===== src/rtl/host_if_pkg.sv =====
// host_if_pkg: shared opcodes, status codes, flag bits and master FSM states of the host link.
package host_if_pkg;

    localparam logic [3:0] CMD_PING  = 4'h0;
    localparam logic [3:0] CMD_WRITE = 4'h1;
    localparam logic [3:0] CMD_READ  = 4'h2;

    localparam logic [3:0] STS_PING  = 4'hF;
    localparam logic [3:0] STS_WRITE = 4'hE;
    localparam logic [3:0] STS_READ  = 4'hD;

    localparam int STS_ERR_BIT     = 4;
    localparam int FLAG_FIXED_ADDR = 16;

    typedef enum logic [2:0] {
        S_IDLE,
        S_WB_WR,
        S_WR_NEXT,
        S_WR_DRAIN,
        S_WB_RD,
        S_RD_OUT,
        S_RESP
    } state_t;

    // Status nibble is the bitwise inverse of the opcode, with the bus error flag above it.
    function automatic logic [31:0] make_status(input logic [3:0] op, input logic err);
        logic [31:0] s;
        s = {28'd0, ~op};
        s[STS_ERR_BIT] = err;
        return s;
    endfunction

endpackage


===== src/rtl/wb_cmd_master_wb_single_cycle.sv =====
// wb_single_cycle: one Wishbone classic cycle per start pulse, aborted after WB_TIMEOUT ack-less cycles.
module wb_single_cycle #(
    parameter int WB_TIMEOUT = 255
) (
    input  logic        clk,
    input  logic        rst,
    input  logic        abort,
    input  logic        start,
    input  logic        start_we,
    input  logic [31:0] start_adr,
    input  logic [31:0] start_dat,
    output logic        done,
    output logic        err,
    output logic [31:0] rdata,
    output logic        wbm_cyc_o,
    output logic        wbm_stb_o,
    output logic        wbm_we_o,
    output logic [3:0]  wbm_sel_o,
    output logic [31:0] wbm_adr_o,
    output logic [31:0] wbm_dat_o,
    input  logic [31:0] wbm_dat_i,
    input  logic        wbm_ack_i
);

    logic        active;
    logic [15:0] cnt, cnt_inc;

    // cnt_inc is the number of cycles spent in the bus cycle including the current one.
    assign cnt_inc   = (cnt == 16'hFFFF) ? cnt : cnt + 16'd1;
    assign done      = active && wbm_ack_i;
    assign err       = active && !wbm_ack_i && (cnt_inc == 16'(WB_TIMEOUT));
    assign rdata     = wbm_dat_i;
    assign wbm_cyc_o = active;
    assign wbm_stb_o = active;
    assign wbm_sel_o = active ? 4'hF : 4'h0;

    always_ff @(posedge clk) begin
        if (rst || abort) begin
            active    <= 1'b0;
            wbm_we_o  <= 1'b0;
            wbm_adr_o <= '0;
            wbm_dat_o <= '0;
            cnt       <= '0;
        end else if (start) begin
            active    <= 1'b1;
            wbm_we_o  <= start_we;
            wbm_adr_o <= start_adr;
            wbm_dat_o <= start_dat;
            cnt       <= '0;
        end else if (done || err) begin
            active    <= 1'b0;
            wbm_we_o  <= 1'b0;
        end else if (active) begin
            cnt       <= cnt_inc;
        end
    end

endmodule


===== src/rtl/wb_cmd_master.sv =====
// wb_cmd_master: executes host ping/write/read commands as single-word Wishbone cycles and returns responses.
module wb_cmd_master
    import host_if_pkg::*;
#(
    parameter int WB_TIMEOUT = 255,
    parameter int ADDR_STEP  = 1
) (
    input  logic        clk,
    input  logic        rst,
    output logic        master_ready,
    input  logic        ih_ready,
    input  logic        ih_reset,
    input  logic [31:0] in_command,
    input  logic [31:0] in_address,
    input  logic [27:0] in_data_count,
    input  logic [31:0] in_data,
    input  logic        oh_ready,
    output logic        oh_en,
    output logic [31:0] out_status,
    output logic [31:0] out_address,
    output logic [27:0] out_data_count,
    output logic [31:0] out_data,
    output logic        wbm_cyc_o,
    output logic        wbm_stb_o,
    output logic        wbm_we_o,
    output logic [3:0]  wbm_sel_o,
    output logic [31:0] wbm_adr_o,
    output logic [31:0] wbm_dat_o,
    input  logic [31:0] wbm_dat_i,
    input  logic        wbm_ack_i
);

    state_t      state, state_n;
    logic [3:0]  op, op_n;
    logic        fixed, fixed_n, err, err_n;
    logic [31:0] start_addr, start_addr_n, addr, addr_n, wdata, wdata_n, rdata, rdata_n, step;
    logic [27:0] words_left, words_left_n, out_data_count_n;
    logic [31:0] out_status_n, out_address_n, out_data_n;
    logic        master_ready_n, oh_en_n;
    logic        start, start_we, bus_done, bus_err;
    logic [31:0] bus_rdata;
    logic        cmd_unused;

    assign cmd_unused = ^{in_command[31:17], in_command[15:4]};
    assign step       = fixed ? 32'd0 : 32'(ADDR_STEP);

    always_ff @(posedge clk) begin
        if (rst || ih_reset) begin
            state          <= S_IDLE;
            op             <= '0;
            fixed          <= 1'b0;
            err            <= 1'b0;
            start_addr     <= '0;
            addr           <= '0;
            wdata          <= '0;
            rdata          <= '0;
            words_left     <= '0;
            master_ready   <= 1'b0;
            oh_en          <= 1'b0;
            out_status     <= '0;
            out_address    <= '0;
            out_data_count <= '0;
            out_data       <= '0;
        end else begin
            state          <= state_n;
            op             <= op_n;
            fixed          <= fixed_n;
            err            <= err_n;
            start_addr     <= start_addr_n;
            addr           <= addr_n;
            wdata          <= wdata_n;
            rdata          <= rdata_n;
            words_left     <= words_left_n;
            master_ready   <= master_ready_n;
            oh_en          <= oh_en_n;
            out_status     <= out_status_n;
            out_address    <= out_address_n;
            out_data_count <= out_data_count_n;
            out_data       <= out_data_n;
        end
    end

    always_comb begin
        state_n          = state;
        op_n             = op;
        fixed_n          = fixed;
        err_n            = err;
        start_addr_n     = start_addr;
        addr_n           = addr;
        wdata_n          = wdata;
        rdata_n          = rdata;
        words_left_n     = words_left;
        oh_en_n          = 1'b0;
        out_status_n     = out_status;
        out_address_n    = out_address;
        out_data_count_n = out_data_count;
        out_data_n       = out_data;
        case (state)
            S_IDLE: if (ih_ready) begin
                op_n         = in_command[3:0];
                fixed_n      = in_command[FLAG_FIXED_ADDR];
                err_n        = 1'b0;
                start_addr_n = in_address;
                addr_n       = in_address;
                wdata_n      = in_data;
                case (in_command[3:0])
                    CMD_PING:  begin state_n = S_RESP;  words_left_n = '0; end
                    CMD_WRITE: begin state_n = S_WB_WR; words_left_n = in_data_count; end
                    CMD_READ:  begin
                        state_n      = S_WB_RD;
                        words_left_n = (in_data_count == '0) ? '0 : in_data_count - 28'd1;
                    end
                    default: ;
                endcase
            end
            S_WB_WR: if (bus_done) begin
                state_n      = (words_left == '0) ? S_RESP : S_WR_NEXT;
                addr_n       = (words_left == '0) ? addr : addr + step;
                words_left_n = (words_left == '0) ? words_left : words_left - 28'd1;
            end else if (bus_err) begin
                err_n   = 1'b1;
                state_n = (words_left == '0) ? S_RESP : S_WR_DRAIN;
            end
            S_WR_NEXT: if (ih_ready) begin
                wdata_n = in_data;
                state_n = S_WB_WR;
            end
            S_WR_DRAIN: if (ih_ready) begin
                words_left_n = words_left - 28'd1;
                state_n      = (words_left <= 28'd1) ? S_RESP : S_WR_DRAIN;
            end
            S_WB_RD: if (bus_done) begin
                rdata_n = bus_rdata;
                state_n = S_RD_OUT;
            end else if (bus_err) begin
                rdata_n      = '0;
                err_n        = 1'b1;
                words_left_n = '0;
                state_n      = S_RD_OUT;
            end
            S_RD_OUT: if (oh_ready && !oh_en) begin
                oh_en_n          = 1'b1;
                out_status_n     = make_status(op, err);
                out_address_n    = start_addr;
                out_data_count_n = words_left;
                out_data_n       = rdata;
                state_n          = (words_left == '0) ? S_IDLE : S_WB_RD;
                addr_n           = (words_left == '0) ? addr : addr + step;
                words_left_n     = (words_left == '0) ? words_left : words_left - 28'd1;
            end
            S_RESP: if (oh_ready && !oh_en) begin
                oh_en_n          = 1'b1;
                out_status_n     = make_status(op, err);
                out_address_n    = start_addr;
                out_data_count_n = '0;
                out_data_n       = '0;
                state_n          = S_IDLE;
            end
            default: state_n = S_IDLE;
        endcase
        start          = (state_n == S_WB_WR && state != S_WB_WR) || (state_n == S_WB_RD && state != S_WB_RD);
        start_we       = (state_n == S_WB_WR);
        master_ready_n = (state_n == S_IDLE) || (state_n == S_WR_NEXT) || (state_n == S_WR_DRAIN);
    end

    wb_single_cycle #(.WB_TIMEOUT(WB_TIMEOUT)) u_bus (
        .clk       (clk),
        .rst       (rst),
        .abort     (ih_reset),
        .start     (start),
        .start_we  (start_we),
        .start_adr (addr_n),
        .start_dat (wdata_n),
        .done      (bus_done),
        .err       (bus_err),
        .rdata     (bus_rdata),
        .wbm_cyc_o (wbm_cyc_o),
        .wbm_stb_o (wbm_stb_o),
        .wbm_we_o  (wbm_we_o),
        .wbm_sel_o (wbm_sel_o),
        .wbm_adr_o (wbm_adr_o),
        .wbm_dat_o (wbm_dat_o),
        .wbm_dat_i (wbm_dat_i),
        .wbm_ack_i (wbm_ack_i)
    );

endmodule

===== config.mk =====
export PLATFORM = sky130hd
export DESIGN_NAME = wb_cmd_master
export DESIGN_NICKNAME = d
export VERILOG_FILES = /design/src/rtl/host_if_pkg.sv /design/src/rtl/wb_cmd_master_wb_single_cycle.sv /design/src/rtl/wb_cmd_master.sv
export SDC_FILE = /design/constraint.sdc
export NUM_CORES = 1
export LEC_CHECK = 0
export CAP_MARGIN = 20
export CORE_MARGIN = 3
export CORE_UTILIZATION = 40
export DETAILED_ROUTE_END_ITERATION = 8
export DONT_BUFFER_PORTS = 1
export GPL_TIMING_DRIVEN = 0
export SKIP_CTS_REPAIR_TIMING = 1
export SLEW_MARGIN = 5
export SYNTH_ARGS = -nofsm -noshare
export SYNTH_HDL_FRONTEND = slang
export SYNTH_SLANG_ARGS = --single-unit

===== constraint.sdc =====
create_clock -name clk -period 3.32 [get_ports clk]
set_input_delay 0.332 -clock clk [delete_from_list [all_inputs] [get_ports clk]]
set_output_delay 0.332 -clock clk [all_outputs]
set_load 0.02 [all_outputs]

==> out/qor.csv <==
stage,metric,value,unit
die,site row count,71,
sta,Tcrit/Tclk final,102,%
yosys,Post-Syn Area per Cell,8.29,um2
detailed_routing,drt total wl,55700,um
die,Die Y,203,um
worst_setup_path,Critical Path Most Common Cell,buf_6,
grt,gr ovfl total,0,
yosys,Post-synth EDFFs,0,
clock_network,Worst-Skew Late Latency,570,ps
grt,pin count of the biggest net entering global routing,14,
placed_design,port buffer count,0,
final_layout,P&R area growth vs syn,22.1,%
yosys,"Async S/R FF share, synth",0,%
worst_setup_path,critical path capture point type,flip-flop,
final_layout,fin nets,2219,
yosys,top cell type's share of synthesized area,44.5,%
sta,"Hold Violations, Final",0,
yosys,Synth Register Bits,346,
yosys,multiplexer share of the synthesized area,5.43,%
sta,achievable frequency,294,MHz
yosys,simple-gate share of the synthesized area,22.2,%
job,MaxCap Viol Count,0,
pwr,clock share of power,48.6,%
worst_setup_path,CP max stage cell,dfxtp_4,
final_layout,Finished Layout Cells,2590,
pwr,Leak,0.00708,uW
yosys,Area contributors post-synth,"dfxtp_1, nand2_1, a21oi_1",
die,die width,203,um
yosys,Synth Warn #,0,
clock_network,root buf cell,clkbuf_16,
yosys,post-synthesis xor/xnor area fraction,1.35,%
clock_network,H-tree levels,2,
sta,final worst slack,-82.4,ps
pwr,sequential group share of total power,43.9,%
detailed_routing,vias,14800,
detailed_routing,DRT antenna net count,0,
yosys,Syn Inst Count,1878,
worst_setup_path,worst path required time,3760,ps
placed_design,Placed Instances,2416,
worst_setup_path,"Max FO, Critical Path",10,
worst_setup_path,Setup CP Type,reg2reg,
yosys,Compound-Gate Fraction of Synth Area,20.6,%
detailed_routing,DRT iter0 DRCs,1249,
sta,Tmin final,3400,ps
yosys,largest family of logic cells by synthesized area,simple AND/OR/NAND/NOR gates,
placed_design,dpl ws,-946,ps
die,die footprint,41300,um2
yosys,list of most frequent post-synthesis cells,"dfxtp_1, nand2_1, a21oi_1",
yosys,Synth Area in Adders,0.562,%
sta,Worst-Margin Slew,951,ps
pwr,Combinational Power Share,7.5,%
yosys,top-count cell post-synth,dfxtp_1,
sta,RSZ-0062 raised after global routing,true,
yosys,synthesized cell area,15600,um2
sta,Worst Skew,23.6,ps
placed_design,Detailed Place HPWL,40500,um
die,Initial Util,41.0,%
outcome,failing checks,negative setup slack,
die,num ports,359,
detailed_routing,Routed WL per cell,21.5,um
worst_hold_path,worst hold path class,in2reg,
die,Core ar.,38000,um2
clock_network,TritonCTS clock tree,built,
grt,initial antenna violation count,2,
grt,global-route wire length before repair,81100,um
worst_setup_path,"Buf+Inv Stages, Crit Path",5,
final_layout,proportion of layout cells with a drive suffix above 1,12.1,%
pwr,"IR drop worst, VDD",371,uV
sta,Hold Slack,21.7,ps
worst_setup_path,"delay-heaviest family, CP",compound AO/OA/AOI/OAI gates,
clock_network,clk buf depth,3,
grt,GRT Resource Usage Total,24.7,%
worst_setup_path,Worst setup SP type,flip-flop,
detailed_routing,First-pass DRT Iterations,5,
pwr,Net Sw Power,2300,uW
worst_setup_path,Worst EP arrival,3840,ps
pwr,Pint,7370,uW
clock_network,total clock buffers created by CTS,39,
grt,vias in the first global route,13600,
outcome,status,finished with violations,
sta,fin. max-slew vios,0,
sta,relative slew slack,36.6,%
sta,final setup fails,42,
worst_setup_path,CP Cell Sequence,ha_4 -> buf_6 -> nand4_1 -> buf_6 -> nor4_4 -> mux2i_1 -> o2111a_2 -> a21oi_4 -> o311a_1 -> buf_6 -> o31a_1 -> buf_6 -> buf_8 -> mux2_4,
worst_setup_path,Max stage delay on crit path,390,ps
yosys,Yosys top cell by area,dfxtp_1,
placed_design,GP Congestion,0.944,
yosys,"Seq/Total Area, Yosys",44.5,%
clock_network,Worst-path clk slew,60,ps
pwr,switching share of total power,23.8,%
yosys,Synth cell types,77,
detailed_routing,DR vias/cell,5.73,
clock_network,Sink Count,346,
yosys,"Primary FF master, synth",dfxtp_1,
pwr,Pwr Density,508,nW/um2
detailed_routing,DRC,0,
-- placed cells by master (no fill, tap or decap), types with 6 or more instances in the layout --
cell type / n
a21oi_1: 192
ha_1: 6
o211ai_1: 9
nor3_1: 38
clkbuf_2: 7
inv_1: 22
or4_1: 8
a31oi_1: 10
conb_1: 27
or3_1: 7
and2_1: 69
o31ai_1: 10
nand3_1: 47
nor4_1: 14
buf_4: 55
clkbuf_1: 105
bufinv_16: 6
mux2_2: 16
nor2_1: 189
xor2_1: 19
o22ai_1: 7
o21ai_0: 69
nor2b_1: 8
mux2_4: 41
clkbuf_8: 12
dlygate4sd3_1: 80
a21boi_0: 8
nand2_1: 308
clkbuf_16: 39
and3_1: 16
dfxtp_1: 341
o221a_2: 6
a22oi_1: 96
buf_6: 6
a211oi_1: 9
nand4_1: 15
-- metal layers --
layer / track usage, % / vias to the layer above / routed length (um)
met4: 8.41 / 0 / 2100
met2: 39.1 / 673 / 25100
met3: 9.31 / 125 / 6070
met5: 0 / - / 0
met1: 31.1 / 7087 / 22400
li1: - / 6951 / -
-- power by group through the flow --
stage          logic, uW  clock network [uW]  registers (uW)
2_1_floorplan        414                   0            4330
3_3_place_gp         586                   0            4340
3_5_place_dp         592                   0            4340
4_1_cts              594                4780            4250
5_1_grt              777                4920            4250
6_report             723                4700            4250
-- path summary, 6_finish.rpt --
check | start | end | slack [ps] | depth (start not counted)
worst max-delay path | u_bus.cnt[0] | u_bus.wbm_dat_o[8] | -80 | 14
worst min-delay path | in_address[2] | addr[2] | 20 | 2
worst max register to register | u_bus.cnt[0] | u_bus.wbm_dat_o[8] | -80 | 14
worst min register to register | start_addr[21] | out_address[21] | 450 | 2
-- kinds of logic (layout without fill, tap and decap cells) --
logic type,count (synthesis),after routing
flip-flops,346,346
XOR/XNOR,24,24
buffers and inverters,180,353
AND/OR/NAND/NOR,758,758
multiplexers,62,62
other,1,29
AO/OA/AOI/OAI,500,500
adder cells (fa/ha/maj),7,7
-- worst register-to-register path, stage by stage, from the launching register on --
cell and delay (ps):
dfxtp_4 390, ha_4 140, buf_6 90, nand4_1 80, buf_6 150, nor4_4 330, mux2i_1 330, o2111a_2 320
a21oi_4 70, o311a_1 340, buf_6 140, o31a_1 280, buf_6 170, buf_8 160, mux2_4 310
-- state kept, by name, indices dropped and copies added (netlist names), 16 cells and up --
register         flops
words_left          28
wdata               32
rdata               32
u_bus.cnt           16
u_bus.wbm_dat_o     32
addr                32
out_address         32
start_addr          32
u_bus.wbm_adr_o     32
out_data            32
out_data_count      28
-- metrics by stage --
step	total power, uW	util [%]	area, um2	TNS (ps)
floorplan	4740	-	15700	0
global placement	4920	42.9	16300	-89900
detailed placement	4930	42.9	16300	-87980
CTS	9620	46.7	17700	-90690
global route	9950	50.0	19000	-8690
finish	9670	50.0	19000	-2740
-- layout make-up --
class,instances,area [um2]
antenna,2,5.00
buffer,157,820
clock buffer,56,1160
clock inverter,12,253
fill,3695,19000
inverter,23,86.3
multi-input combinational,1378,8130
sequential,346,6940
tap,511,639
timing repair buffer,105,990
Note: power is estimated with default switching activity, not from simulation.
